<file path="src/rtl/serial_sub.sv">
// Bit-serial subtractor: one full-subtractor cell and a registered borrow, LSB first.
// Optional signed-overflow output is enabled by defining SERIAL_SUB_OVF_EN.
module serial_sub #(
    parameter int WIDTH = 8
) (
    input  logic             clk,
    input  logic             rst_n,
    input  logic             start,
    input  logic [WIDTH-1:0] a,
    input  logic [WIDTH-1:0] b,
    input  logic             z,
    output logic             busy,
    output logic             done,
    output logic [WIDTH-1:0] diff,
`ifdef SERIAL_SUB_OVF_EN
    output logic             borrow,
    output logic             ovf
`else
    output logic             borrow
`endif
);

    localparam int CW = (WIDTH > 2) ? $clog2(WIDTH) : 1;

    typedef enum logic [1:0] {
        IDLE = 2'd0,
        RUN  = 2'd1,
        DONE = 2'd2
    } state_t;

    state_t           state;
    state_t           state_next;
    logic [WIDTH-1:0] sa;
    logic [WIDTH-1:0] sb;
    logic [WIDTH-2:0] sd;
    logic             br;
    logic [CW-1:0]    count;
    logic             cell_diff;
    logic             cell_borrow;
    logic [WIDTH-1:0] sd_cat;
    logic             last_bit;

    assign cell_diff   = sa[0] ^ sb[0] ^ br;
    assign cell_borrow = (~sa[0] & sb[0]) | (~(sa[0] ^ sb[0]) & br);
    // sd only keeps the WIDTH-1 bits already produced; the current cell bit completes it.
    assign sd_cat      = {cell_diff, sd};
    assign last_bit    = (count == CW'(WIDTH - 1));

    assign busy = (state == RUN);
    assign done = (state == DONE);

    always_ff @(posedge clk) begin
        if (!rst_n) begin
            state <= IDLE;
        end else begin
            state <= state_next;
        end
    end

    always_comb begin
        state_next = state;
        case (state)
            IDLE:    if (start) state_next = RUN;
            RUN:     if (last_bit) state_next = DONE;
            DONE:    state_next = IDLE;
            default: state_next = IDLE;
        endcase
    end

    // Shift datapath; results are only published on the completing edge.
    always_ff @(posedge clk) begin
        if (!rst_n) begin
            sa     <= '0;
            sb     <= '0;
            sd     <= '0;
            br     <= 1'b0;
            count  <= '0;
            diff   <= '0;
            borrow <= 1'b0;
`ifdef SERIAL_SUB_OVF_EN
            ovf    <= 1'b0;
`endif
        end else begin
            case (state)
                IDLE: begin
                    if (start) begin
                        sa    <= a;
                        sb    <= b;
                        br    <= z;
                        sd    <= '0;
                        count <= '0;
                    end
                end
                RUN: begin
                    sd    <= sd_cat[WIDTH-1:1];
                    sa    <= sa >> 1;
                    sb    <= sb >> 1;
                    br    <= cell_borrow;
                    count <= count + 1'b1;
                    if (last_bit) begin
                        diff   <= sd_cat;
                        borrow <= cell_borrow;
`ifdef SERIAL_SUB_OVF_EN
                        // br here is the borrow into the MSB cell.
                        ovf    <= br ^ cell_borrow;
`endif
                    end
                end
                default: ;
            endcase
        end
    end

endmodule

</file>
<file path="config.mk">
export PLATFORM = sky130hd
export DESIGN_NAME = serial_sub
export DESIGN_NICKNAME = d
export VERILOG_FILES = /design/src/rtl/serial_sub.sv
export SDC_FILE = /design/constraint.sdc
export NUM_CORES = 1
export LEC_CHECK = 0
export ABC_AREA = 0
export CORE_ASPECT_RATIO = 1.1
export CORE_UTILIZATION = 46
export CTS_CLUSTER_DIAMETER = 80
export DETAILED_ROUTE_END_ITERATION = 8
export PLACE_DENSITY = 0.72
export SKIP_CTS_REPAIR_TIMING = 1
export SYNTH_ARGS = -nofsm -noshare
export SYNTH_HDL_FRONTEND = slang
export SYNTH_SLANG_ARGS = --single-unit
</file>
<file path="constraint.sdc">
create_clock -name clk -period 1.25 [get_ports clk]
set_clock_uncertainty 0.15 [all_clocks]
set_input_delay 0.25 -clock clk [delete_from_list [all_inputs] [get_ports clk]]
set_output_delay 0.25 -clock clk [all_outputs]
set_load 0.05 [all_outputs]
</file>
# Word level (Yosys, flattened, before mapping)
# Cells that the tools add are included.
# word_totals
reg_bits	38
in_bits	20
out_inout_bits	11
word_cells	39
# op_classes
n_addsub	1
n_eq_ne	5
n_mux	13
bitwise_logic	7
reduce_logical	5
# ops
op	count
8-bit case mux with 2 select lines	2
8-bit 2-to-1 mux	2
7-bit case mux with 2 select lines	1
7-bit 2-to-1 mux	1
3-bit case mux with 2 select lines	1
2-bit AND reduction	3
2-bit 2-to-1 mux	2
2-bit case mux with 2 select lines	1
3-bit by 1-bit adder with 3-bit output (second input constant)	1
3-bit == test (second input constant)	1
3-bit 2-to-1 mux	1
1-bit bitwise AND	2
2-bit by 1-bit == test with 1-bit output (second input constant)	1
2-bit == test (second input constant)	1
2-bit zero test	1
2-bit by 1-bit inequality test with 1-bit output (second input constant)	1
2-bit inequality test (second input constant)	1
1-bit NOT	2
1-bit case mux with 2 select lines	1
2-bit nonzero test	1
1-bit bitwise XOR	2
1-bit 2-to-1 mux	1
1-bit OR	1

# Depth between registers and ports, before layout
# depth
depth_word	5
ltp_mapped	6
depth_no_buf	5

# Worst setup path after synthesis
# OpenSTA, ideal clock, no wires.
# synth_timing
path_kind	reg-to-output
start	register state[0]
end	output done
arrival_time_ps	1276
required_time_ps	850
setup_slack_ps	-426
stages_incl_launch_ff	4
path_buffers	2
path_cell_list	dfxtp_1 -> buf_6 -> buf_2 -> nor2b_1
# synth_via
elab_chain_len	1
# synth_lines
element	line	rtl
start: declaration	31	state_t state;
start signal: assignment	56	state <= state_next;
2-bit == test	50	assign done = (state == DONE);
end: declaration	13	output logic done,
# Every way passes these cells.

# Final worst setup path
# layout_timing
start	register state[0]
end	output busy
# layout_via
elab_chain_len	1
# layout_lines
element	line	rtl
2-bit by 1-bit == test with 1-bit output	49	assign busy = (state == RUN);
end: declaration	12	output logic busy,
# Every way passes these cells.

==> run summary <==
status -> finished with violations
violated checks -> setup timing
min cycle time layout -> 1600 ps
WHS Path Cells -> 3
IO Pins -> 31
Synth Area per Inst -> 9.94 um2
fin nets -> 259
Worst Reg2Reg Path Length in Cells -> 4
Slowest cell on crit path -> dfxtp_4
multi-input logic area -> 0.00103 mm2
Peak VDD IR -> 658 uV
met2 wire len -> 2.62 mm
Root Buffer -> clkbuf_4
Syn Nets -> 194
Final Worst Setup Slack -> -348 ps
count of final hold-check violations -> 0
buffers and inverters on the worst path -> 2
Crit. End Element -> output port
Initial Util -> 0.494
cell area after synthesis -> 0.00170 mm2
ANT cells -> 0
1st-pass router iterations -> 4
main combinational cell family by area after synthesis -> compound AO/OA/AOI/OAI gates
clock network power share -> 0.266
Register Area -> 803 um2
PwrDens -> 891 mW/mm2
post-synthesis simple-gate area fraction -> 0.148
CTS buffer count -> 5
Worst slew margin -> 0.874
DRT Wirelength -> 4.83 mm
Yosys reg bits -> 38
clk_lat worst skew -> 350 ps
WL met1 -> 1.86 mm
path type of the worst min-delay path -> in -> reg
Total GRT Usage -> 0.208
Internal -> 1770 uW
Top delay family on crit path -> flip-flops
crit path max fanout -> 7
Post-Synth Adder-Cell Area -> 0.0265
fmax -> 626 MHz
P_leak -> 0.00104 uW
post-synthesis sequential area ratio -> 0.447
clock sink count -> 38
top_reg_cell synth -> dfxtp_1
Worst-Margin Slew -> 184 ps
vias in the first global route -> 1414
Max-cap violations -> 0
filler cell count -> 198
DP HPWL -> 2.69 mm
crit share post-route -> 1.28
Synth Area in XOR/XNOR -> 0
vias per inst -> 5.45
Max clock buf depth -> 2
CP Class -> reg -> out
setup violators final -> 41
initial antenna violation count -> 0
Placer Congestion -> 0.753
metal3 WL -> 229 um
top sig layer -> met4
DR iter-0 viols -> 73
WP data arrival -> 1200 ps
Total Power -> 2450 uW
Die Y -> 65.8 um
GR Overflow Total -> 0
Synth async-reset ratio -> 0
ANT nets after route -> 0
# H-tree levels -> 2
Net Switching -> 680 uW
synthesis-to-layout area growth -> 61.8%
Worst setup SP type -> flop
total die area -> 0.00394 mm2
Die Width -> 60.0 um
hold slack -> 175 ps
first-pass GRT wire length -> 5.90 mm
DRC -> 0
max incr delay on CP -> 390 ps
Synth Area in Compound Gates -> 0.222
crit path cell chain -> nor2b_4 -> buf_12 -> buf_12
leading post-synthesis cells by cell area -> dfxtp_1 45%, a211oi_2 9.6%, mux2i_1 7.1%
pin count of the biggest net entering global routing -> 26
Port Buf Inserts -> 30
top cell type's share of synthesized area -> 0.447
Top cell by count, worst path -> buf_12
final slew viol count -> 0
RSZ-0062 raised after global routing -> yes
DP Worst Slack -> -450 ps
Post-Synthesis Cells -> 171
Gate power share -> 0.203
CTS tree -> built
DR WL/cell -> 17.1 um
via count -> 1543
share of cells above drive strength 1 -> 0.587
post-synth top area cell -> dfxtp_1
count of different cell masters after synthesis -> 29
Row Count -> 22
mux share of post-synthesis cell area -> 0.0795
sw frac -> 0.278
YS warnings -> 0
clock-pin slew of the registers on the worst-case setup and hold paths -> 100 ps
Post-synth EDFFs -> 0
Reg power frac -> 0.530
Placeable Area -> 0.00344 mm2
Worst path depth -> 3
WP data required -> 850 ps
## cell families (layout without fill, tap and decap cells)
| logic type | Yosys count | in the layout |
|---|---|---|
| flops | 38 | 38 |
| fa+ha+maj | 3 | 3 |
| buf+inv | 18 | 82 |
| compound gates | 45 | 45 |
| simple gates | 54 | 54 |
| mux | 13 | 13 |
## routing by layer
layer | up-vias | global-route usage
met4 | 0 | 0.113
met5 | - | 0
met1 | 741 | 0.221
met2 | 56 | 0.374
met3 | 16 | 0.0413
li1 | 730 | -
## cell usage after synthesis (3+ instances only)
library cell   n
dfxtp_1       38
nor2_1        28
a21oi_1       14
a211oi_2      13
mux2i_1       12
a22oi_1        9
nand2_1        8
nand3_1        8
buf_6          6
buf_4          4
nand2b_1       4
clkbuf_1       3
nand3b_1       3
## power groups by stage
stage	Clock [uW]	Combinational, uW	Sequential (uW)
4_1_cts	640	421	1310
2_1_floorplan	0	281	1330
3_3_place_gp	0	401	1330
3_5_place_dp	0	419	1340
6_report	653	498	1300
5_1_grt	715	527	1310
## flip-flops by register name, summed over array words and instances (netlist names)
register / count
sd: 7
diff: 8
count: 3
br: 1
sb: 8
state: 2
sa: 8
borrow: 1
## layout by cell type (no fill, tap or decap), types with 6 or more instances in the layout
cell             Yosys  final
buf_4                4     32
dfxtp_1             38     22
nor2_1              28     19
clkdlybuf4s50_1      0     17
a211oi_2            13     14
mux2i_1             12     12
buf_12               0     12
a21oi_2              0      9
dfxtp_4              0      9
buf_6                6      9
nor2_2               0      8
a22oi_2              0      8
dfxtp_2              0      7
nand3_1              8      6
## worst paths after layout
kind,endpoint,from,slack (ps)
worst max-delay path,busy,state[0],-350
worst min register to register,sb[7],sb[7],340
worst max register to register,sd[6],sb[0],-180
worst min-delay path,borrow,rst_n,170
## layout make-up
| type | count | area share |
|---|---|---|
| timing repair buffer | 73 | 0.288 |
| sequential | 38 | 0.292 |
| tap | 48 | 0.0218 |
| clock buffer | 6 | 0.0186 |
| inverter | 3 | 0.00546 |
| multi-input combinational | 115 | 0.374 |
## worst register-to-register path: stages, from the launching register on
cell and delay, ps:
dfxtp_2 370, inv_2 50, fa_2 490, a22oi_2 210, nor2_1 60
## through the flow
step	util	cells	area, um2	setup TNS, ps
after CTS	0.684	264	2350	-3610
final	0.800	283	2750	-4040
after detailed placement	0.669	258	2300	-13560
after floorplan	-	171	1770	-116
after global placement	0.669	258	2300	-12020
after global routing	0.800	283	2750	-6110
(Power assumes the default switching activity.)
